$ cat src/rtl/reg_file_scoreboard.sv
// rtl/reg_file_scoreboard.sv - register file with two read ports, one write port and busy-bit scoreboard
// Decode reserves destinations, writeback writes and releases them; hazards drive the pipeline stall.
module reg_file_scoreboard #(
    parameter int DATA_W   = 8,
    parameter int ADDR_W   = 3,
    parameter int BYPASS   = 1,
    parameter int ZERO_REG = 1
) (
    input  logic              clk,
    input  logic              rst,
    input  logic              writeEn,
    input  logic [ADDR_W-1:0] writeAdr,
    input  logic [DATA_W-1:0] writeData,
    input  logic              reserveEn,
    input  logic [ADDR_W-1:0] reserveAdr,
    input  logic [ADDR_W-1:0] readAdr1,
    input  logic [ADDR_W-1:0] readAdr2,
    input  logic              readUse1,
    input  logic              readUse2,
    output logic [DATA_W-1:0] readData1,
    output logic [DATA_W-1:0] readData2,
    output logic              readBusy1,
    output logic              readBusy2,
    output logic              stall,
    output logic [ADDR_W:0]   busyCount
);

    localparam int DEPTH = 1 << ADDR_W;

    logic [DATA_W-1:0] regs_q [DEPTH];
    logic [DATA_W-1:0] regs_d [DEPTH];
    logic [DEPTH-1:0]  busy_q;
    logic [DEPTH-1:0]  busy_d;
    logic [ADDR_W:0]   busy_count_q;
    logic [ADDR_W:0]   busy_count_d;

    logic wr_ok;
    logic rsv_ok;
    logic inc;
    logic dec;
    logic zero1;
    logic zero2;
    logic hit1;
    logic hit2;
    logic waw_hazard;

    always_comb begin
        wr_ok  = writeEn && !((ZERO_REG != 0) && (writeAdr == '0));
        rsv_ok = reserveEn && !((ZERO_REG != 0) && (reserveAdr == '0));

        regs_d = regs_q;
        if (wr_ok) begin
            regs_d[writeAdr] = writeData;
        end

        // Reservation is applied after the release so a same-edge new producer keeps the bit set.
        busy_d = busy_q;
        if (wr_ok) begin
            busy_d[writeAdr] = 1'b0;
        end
        if (rsv_ok) begin
            busy_d[reserveAdr] = 1'b1;
        end

        inc = rsv_ok && !busy_q[reserveAdr];
        dec = wr_ok && busy_q[writeAdr] && !(rsv_ok && (reserveAdr == writeAdr));

        busy_count_d = busy_count_q;
        if (inc && !dec) begin
            busy_count_d = busy_count_q + (ADDR_W+1)'(1);
        end else if (dec && !inc) begin
            busy_count_d = busy_count_q - (ADDR_W+1)'(1);
        end
    end

    always_ff @(posedge clk or posedge rst) begin
        if (rst) begin
            for (int i = 0; i < DEPTH; i++) begin
                regs_q[i] <= '0;
            end
            busy_q       <= '0;
            busy_count_q <= '0;
        end else begin
            for (int i = 0; i < DEPTH; i++) begin
                regs_q[i] <= regs_d[i];
            end
            busy_q       <= busy_d;
            busy_count_q <= busy_count_d;
        end
    end

    always_comb begin
        zero1 = (ZERO_REG != 0) && (readAdr1 == '0);
        zero2 = (ZERO_REG != 0) && (readAdr2 == '0);
        hit1  = (BYPASS != 0) && writeEn && (writeAdr == readAdr1) && !zero1;
        hit2  = (BYPASS != 0) && writeEn && (writeAdr == readAdr2) && !zero2;

        readData1 = zero1 ? '0 : (hit1 ? writeData : regs_q[readAdr1]);
        readData2 = zero2 ? '0 : (hit2 ? writeData : regs_q[readAdr2]);
        readBusy1 = busy_q[readAdr1] && !hit1;
        readBusy2 = busy_q[readAdr2] && !hit2;

        // A same-cycle writeback to the reserved address retires the old producer, so no WAW stall.
        waw_hazard = reserveEn && busy_q[reserveAdr] && !(writeEn && (writeAdr == reserveAdr));
        stall      = (readUse1 && readBusy1) || (readUse2 && readBusy2) || waw_hazard;
    end

    assign busyCount = busy_count_q;

endmodule
$ cat config.mk
export PLATFORM = sky130hd
export DESIGN_NAME = reg_file_scoreboard
export DESIGN_NICKNAME = d
export VERILOG_FILES = /design/src/rtl/reg_file_scoreboard.sv
export SDC_FILE = /design/constraint.sdc
export NUM_CORES = 1
export LEC_CHECK = 0
export CAP_MARGIN = 25
export CELL_PAD_IN_SITES_DETAIL_PLACEMENT = 2
export CELL_PAD_IN_SITES_GLOBAL_PLACEMENT = 2
export CORE_UTILIZATION = 36
export DETAILED_ROUTE_END_ITERATION = 8
export PLACE_DENSITY_LB_ADDON = 0.1
export SLEW_MARGIN = 20
export SYNTH_ARGS = -nofsm -noshare
export SYNTH_HDL_FRONTEND = slang
export SYNTH_SLANG_ARGS = --single-unit
$ cat constraint.sdc
create_clock -name clk -period 3.42 [get_ports clk]
set_clock_uncertainty 0.05 [all_clocks]
set_input_delay 1.026 -clock clk [delete_from_list [all_inputs] [get_ports clk]]
set_output_delay 1.026 -clock clk [all_outputs]
set_load 0.01 [all_outputs]
**Yosys cells after proc, flatten, opt, wreduce, memory -nomap -nowiden**

Index checks and enable logic that the tools add are counted.

- Bits in registers: 76
- Logic and storage cells: 101

- $add $sub $neg: 2
- Magnitude comparators: 10
- Equality and inequality tests: 4
- Multiplexer cells: 29
- Bitwise logic cells: 6
- Reduce and logical (&&, ||, !) cells: 40

Operator list:

| operator | count |
|---|---|
| 8-bit 2-to-1 mux | 11 |
| 64-bit bitwise mux | 1 |
| 8-bit binary-select mux with 3-bit select | 2 |
| 8-bit demux with 3-bit select | 1 |
| 1-bit logical AND | 22 |
| 3-bit by 4-bit < comparator with 1-bit output, second input constant | 4 |
| 1-bit binary-select mux with 3-bit select | 4 |
| 3-bit == test | 4 |
| 4-bit >= comparator, second input constant | 3 |
| 3-bit zero test | 4 |
| 3-bit NOT with 4-bit output | 3 |
| 1-bit zero test | 11 |
| 8-bit bitwise AND | 1 |
| 4-bit 2-to-1 mux | 2 |
| 8-bit NOT | 1 |
| 8-bit bitwise OR | 1 |
| 1-bit demux with 3-bit select | 2 |
| 3-bit by 1-bit >= comparator with 1-bit output, second input constant | 2 |
| 1-bit 2-to-1 mux | 6 |
| 4-bit by 1-bit adder with 4-bit output, second input constant | 1 |
| 4-bit by 1-bit < comparator with 1-bit output, second input constant | 1 |
| 4-bit by 1-bit subtractor with 4-bit output, second input constant | 1 |
| 1-bit logical OR | 2 |
| 2-bit nonzero test | 1 |

**Longest topological paths before layout**

- Word-level depth: 9
- Depth in mapped cells: 12

**Least setup slack after synthesis**

No wires, ideal clock.

- Kind: input-to-output
- Start point: input port reserveAdr[0]
- End point: output port stall
- Arrival: 2,373 ps
- Path slack: -29 ps
- Stages: 5
- Path through: buf_6 > mux4_1 > mux2_2 > and3_1 > a221o_1

- Word-level cells in the longest chain between the ends: 5

Ends and longest elaborated chain:

| item | RTL line | source |
|---|---|---|
| start, declared | 15 | `input logic [ADDR_W-1:0] reserveAdr,` |
| 1-bit binary-select mux with 3-bit select or 3-bit == test (tied branches) | 104 | `waw_hazard = reserveEn && busy_q[reserveAdr] && !(writeEn && (writeAdr == reserveAdr));` |
| 1-bit 2-to-1 mux (implied by the code) or 1-bit logical AND (tied branches) | 104 |  |
| 1-bit logical AND or 1-bit zero test (tied branches) | 104 |  |
| 1-bit logical AND * | 104 |  |
| 1-bit logical OR * | 105 | `stall = (readUse1 && readBusy1) \|\| (readUse2 && readBusy2) \|\| waw_hazard;` |
| end, declared | 24 | `output logic stall,` |

Mark *: on every way between the ends. The rest lies on a longest branch, timed or not. The select of a mux whose other input is x is not followed.

**Worst setup path in the final report**

Same ends and word-level chain as after synthesis.

==> qor.txt <==
clock root cell -> clkbuf_16
initial antenna violation count -> 0
Vias -> 3375
Crit Path Class -> in -> out
Critical Path RT -> 2.34 ns
dpl cell area -> 0.00558 mm^2
main combinational cell family by area after synthesis -> multiplexers
# DRC -> 0
area growth from synthesis to layout -> 40.4%
min cycle time layout -> 3.51 ns
Synth Register Bits -> 76
Die Wd -> 113 um
crit start category -> input pin
total track usage -> 0.250
Reg area -> 0.00190 mm^2
Post-synth top flop -> dfrtp_1
Cell variety after synth -> 34
sequential fraction of the synthesis area -> 0.427
Tcrit/Tclk final -> 1.03
Reg2Reg Depth -> 11
adder-cell share of the synthesized area -> 0.0129
FF-to-FF End -> busyCount[3]$_DFFE_PP0P_
syn_nets -> 352
chip height -> 113 um
Max Root-Sink Buffers -> 2
RSZ-0062 raised after global routing -> true
cell count after synthesis -> 322
Finished Cell Area -> 0.00625 mm^2
failing checks -> negative setup slack
Via-to-Cell Ratio -> 5.72
clock sink count -> 76
Num CTS Buffers -> 9
worst reg-to-reg setup slack -> 0.54 ns
Post-DP HPWL -> 10100 um
H-Tree Depth -> 3
compound-cell area share of the yosys netlist -> 0.0481
CP arrival -> 2.43 ns
Routed Wire Length -> 15500 um
Synth area leaders -> dfrtp_1 (43%), mux4_2 (19%), mux2_2 (15%)
Worst Hold Path Cells -> 0
drt first-iter violations -> 114
first-pass GRT wire length -> 23100 um
ys async rst share -> 1.00
crit path max fanout -> 3
setup TNS -> -0.138 ns
DRT antenna net count -> 0
fin nets -> 468
HP Class -> reg -> reg
most common cell after layout, fill and taps aside -> dfrtp_1
I/O Pins -> 49
# diodes -> 0
Power Dens Cells -> 559 mW/mm^2
Worst Max-Slew Pin Slew -> 0.511 ns
filler cell count -> 1146
final number of max-transition violations -> 0
Synth area leader -> dfrtp_1
Leak Pwr -> 2.68 nW
largest net degree at the start of global routing -> 48
Syn Area/Cell -> 13.8 um^2
DR pass1 iterations -> 4
status -> finished with violations
layout cell share with drive strength beyond 1 -> 0.600
WHS Endpoint -> regs_q[59]$_DFFE_PP0P_
element type at the critical path end -> output port
Cell Area, Synth -> 0.00445 mm^2
worst-skew pair later-pin latency -> 0.35 ns
r2r startpoint -> busy_q[7]$_DFF_PP0_
multi-input logic area -> 0.00259 mm^2
Final WS setup -> -0.0910 ns
post-synthesis mux area share -> 0.394
Initial Util -> 0.370
most frequent cells in the layout -> dfrtp_1 (76), buf_4 (70), mux2_2 (58), mux4_2 (40), buf_2 (20)
peak supply drop -> 0.348 mV
wire per inst -> 26.3 um
Yosys Warn Count -> 0
Worst Hold Launch -> regs_q[59]$_DFFE_PP0P_
Fin. Hold Viols -> 0
grt total ovfl -> 0
Placeable Area -> 0.0120 mm^2
number of synthesized flops with an enable pin -> 0
CTS tree -> done
endpoints failing setup -> 3
gp weighted congestion -> 0.770
clk slew on worst S/H paths -> 0.06 ns
Die Area -> 0.0128 mm^2
Max Clk Rate -> 0.285 GHz
max_cap viols -> 0
XOR/XNOR Fraction of Synth Area -> 0.0256
number of global-route vias before repair -> 3798
relative max-transition margin -> 0.654
Synth Area in Simple Gates -> 0.0537
top cell type's share of synthesized area -> 0.427
I/O Buffers -> 48
Site Rows -> 40
DP Worst Slack -> -0.944 ns
-- routing by layer --
metal | GRT usage | vias to the layer above | wire length [um] | part of all wire
li1 | - | 1463 | - | -
met1 | 0.320 | 1825 | 6580 | 0.42
met2 | 0.430 | 65 | 8070 | 0.52
met3 | 0.0482 | 22 | 493 | 0.032
met4 | 0.0789 | 0 | 350 | 0.023
met5 | 0 | - | 0 | 0
-- power breakdown --
part           switching (W)  internal (W)
Combinational       0.000450      0.000646
Sequential          0.000175       0.00109
Clock               0.000415      0.000718
-- area by class of cell --
type,count,area share
Tap cell,147,0.0294
Clock buffer,9,0.0361
Sequential cell,76,0.304
Timing Repair Buffer,135,0.192
Multi-Input combinational cell,209,0.414
Clock inverter,7,0.0196
Inverter,7,0.00421
-- worst max-delay path by stage --
stage                  start     to  cells after the start
4_1_cts        reserveAdr[0]  stall                      6
2_1_floorplan  reserveAdr[1]  stall                      5
3_3_place_gp   reserveAdr[0]  stall                      6
5_1_grt          readAdr1[2]  stall                      8
6_report       reserveAdr[0]  stall                      6
3_5_place_dp   reserveAdr[0]  stall                      6
-- stage by stage --
step / util / cells / power (W) / hold WS, ns
2_1_floorplan: - / 322 / 0.00183 / 0.391
3_3_place_gp: 0.464 / 555 / 0.00224 / 0.327
3_5_place_dp: 0.464 / 555 / 0.00230 / 0.336
4_1_cts: 0.507 / 587 / 0.00345 / 0.351
5_1_grt: 0.520 / 590 / 0.00365 / 0.361
6_report: 0.520 / 590 / 0.00349 / 0.347
-- flip-flops by register name, summed over array words and instances, names as in the netlist --
name       cells
regs_q        64
busy_q         8
busyCount      4
-- repair_timing --
item / 4_1_cts / 5_1_grt
endpoints found under the setup margin: 22 / 19
gates resized for setup: 145 / 46
buffers inserted: 17 / 6
hold buffers: 0 / 0
pin swaps: 16 / 12
-- worst max-delay path: stages --
cell     delay, ns
buf_8         0.08
mux4_2        0.48
mux2_4        0.29
and3_4        0.17
a221o_1       0.25
buf_2         0.14
-- synth_stat cells, drive strengths merged, types with 2 or more instances --
library cell and n:
a211oi 16, buf 16, clkbuf 14, dfrtp 76, ha 3, inv 7
mux2 59, mux2i 18, mux4 40, nand2 6, nand3 2, nand4 4
nand4b 3, nor2 23, nor3 3, nor4bb 2, o21ai 4, o32ai 3
xnor2 12
-- logic make-up after synthesis --
family	count (synthesis)
mux	117
xor+xnor	13
flops	76
compound gates	29
buf+inv	37
simple gates	46
fa+ha+maj	4
Power figures use the tool's default switching activity.
==> RTL change, RTL diff (same settings) <==
`ADDR_W`: 3 -> 4.
--- a/src/rtl/reg_file_scoreboard.sv
+++ b/src/rtl/reg_file_scoreboard.sv
@@ -2,7 +2,7 @@
 // Decode reserves destinations, writeback writes and releases them; hazards drive the pipeline stall.
 module reg_file_scoreboard #(
     parameter int DATA_W   = 8,
-    parameter int ADDR_W   = 3,
+    parameter int ADDR_W   = 4,
     parameter int BYPASS   = 1,
     parameter int ZERO_REG = 1
 ) (
Ports: changed (5 resized); port bits go from 49 to 54. No check against the original RTL was run, so the function may have changed too.
==> RTL change against the unedited design <==
- the flow still finishes with violations (negative setup slack)
- routed wire length grew 97%
- sequential share of layout area grew 2.6 points
- worst setup slack lost 320 ps
- synthesized area grew 93%
- design area grew 81%
- critical path depth grew 4
- power grew 82%
- sequential cell count grew 73
- largest power group unchanged
==> RTL change: results <==
[final_layout]
multi_input_area_um2 = 4650
flip_flop_count_of_the_largest_register_after_layout = 128
layout.filler_cells = 2222
layout.nets = 756
n_antenna_cell = 0
regMostFlops = "regs_q"
seqCellArea_um2 = 3730
post_route_cells_drive_above_1_share = 0.590

[global_routing]
grt_use_total = 0.267
groute.layer.met2.usage = 0.462
met1_usage_in_global_routing = 0.332
maximum_number_of_pins_on_one_net_before_global_route_repair = 111
gr-usage-met3 = 0.0554
antenna_found_initial = 0
grt_pass1_vias = 6906
first_pass_grt_wire_length_mm = 46.1

[routing]
post_drt_wl_per_cell_um = 29.1
first_pass_detailed_route_iteration_total = 4
vias = 6037
drt-initial-drc-count = 302

[worst_setup_path]
critical_path_peak_fanout = 6
cp_data_arrival_time_ps = 2760

[synthesis]
most_frequently_used_flop_master_after_synthesis = "dfrtp_1"
synthesis.yosys.warnings = 0
ys_top_cells_by_area = "dfrtp_1 (43%), mux4_2 (21%), mux2_2 (15%)"
synth_sequential_area_ratio = 0.435
synth-async-reset-ratio = 1.00
synthesis.nets = 601
netlist_top_cells_count = "dfrtp_1 (149), mux2_2 (111), mux4_2 (80)"
synth_cell_type_count = 44

[min_path]
holdCritPathClass = "reg2reg"

[power_and_ir_drop]
irDropWorstVdd_mv = 0.292
p_leak_nw = 4.75

[status]
violations = "negative setup slack"
outcome = "finished with violations"

[place]
hpwlAfterDp_mm = 19.8
gpl_congestion = 0.808
post-place-ws_ps = -1040
io_buf_count = 53
placedInstanceArea_um2 = 10200

[sta]
post-route-worst-setup-slack_ps = -414
worst_slew_pin_tran_ps = 690
finalSetupViolCount = 19
setup-tns-final_ps = -6270

[clock_tree]
skew_pair_late_insertion_delay_ps = 430
clock_tree.root_cell = "clkbuf_16"
clkSlewWorstSetupHoldPaths_ps = 60
htreeDepth = 4
cts.path.max_buffers = 2
numCtsBuffers = 17
[RTL change: cell type report]
class                           instances  share of cell area
Clock buffer                           18              0.0389
Clock inverter                         14              0.0124
Inverter                                6             0.00255
Multi-Input combinational cell        355               0.412
Sequential cell                       149               0.330
Tap cell                              319              0.0354
Timing Repair Buffer                  192               0.168
[RTL change: final timing paths]
| check | start | endpoint | slack [ps] | depth (start not counted) |
|---|---|---|---|---|
| max | readAdr2[0] | stall | -410 | 10 |
| min reg2reg | regs_q[124] | regs_q[124] | 360 | 0 |
| max in group asynchronous | rst | busyCount[3] | 1720 | 3 |
| min in group asynchronous | rst | regs_q[30] | 1020 | 3 |
| min | regs_q[124] | regs_q[124] | 360 | 0 |
| max reg2reg | busy_q[2] | busyCount[4] | 400 | 13 |
[RTL change: cells by family (layout without fill, tap and decap cells)]
family	after synthesis	count (layout)	share of synthesized area
AO/OA/AOI/OAI	58	58	0.0483
adder cells (fa/ha/maj)	5	5	0.00817
flip-flops	149	149	0.435
AND/OR/NAND/NOR	57	57	0.0346
XOR/XNOR	15	15	0.0153
buffers and inverters	62	230	0.0352
multiplexers	220	220	0.424
[RTL change: layer usage]
metal | routed length [um] | share of wire
met5 | 0 | 0
met4 | 729 | 0.024
met3 | 1260 | 0.041
met2 | 16000 | 0.52
met1 | 12600 | 0.41
[RTL change: power breakdown]
group | internal, W | total (W) | switching (W)
logic | 0.00119 | 0.00194 | 0.000748
clock network | 0.00104 | 0.00187 | 0.000827
registers | 0.00217 | 0.00254 | 0.000374
total | 0.00440 | 0.00635 | 0.00195
[RTL change: worst max-delay path, stage by stage]
cell and delay (ps):
buf_16 140, buf_12 150, buf_6 120, or3_4 370, a21oi_4 210, buf_6 130, buf_6 100, a211oi_4 40
a221o_1 320, buf_2 140
[RTL change: what timing repair did]
| item | 4_1_cts | 5_1_grt |
|---|---|---|
| setup endpoints to repair | 23 | 21 |
| gates cloned | 6 | 0 |
| gates resized for setup | 179 | 27 |
| pin swaps | 35 | 18 |
| setup buffers | 24 | 5 |
| hold buffers | 0 | 0 |
[RTL change: metrics by stage]
step	power, W	cells
after global placement	0.00427	991
after detailed placement	0.00440	991
after global routing	0.00665	1053
after CTS	0.00636	1051
final	0.00635	1053
after floorplan	0.00365	566
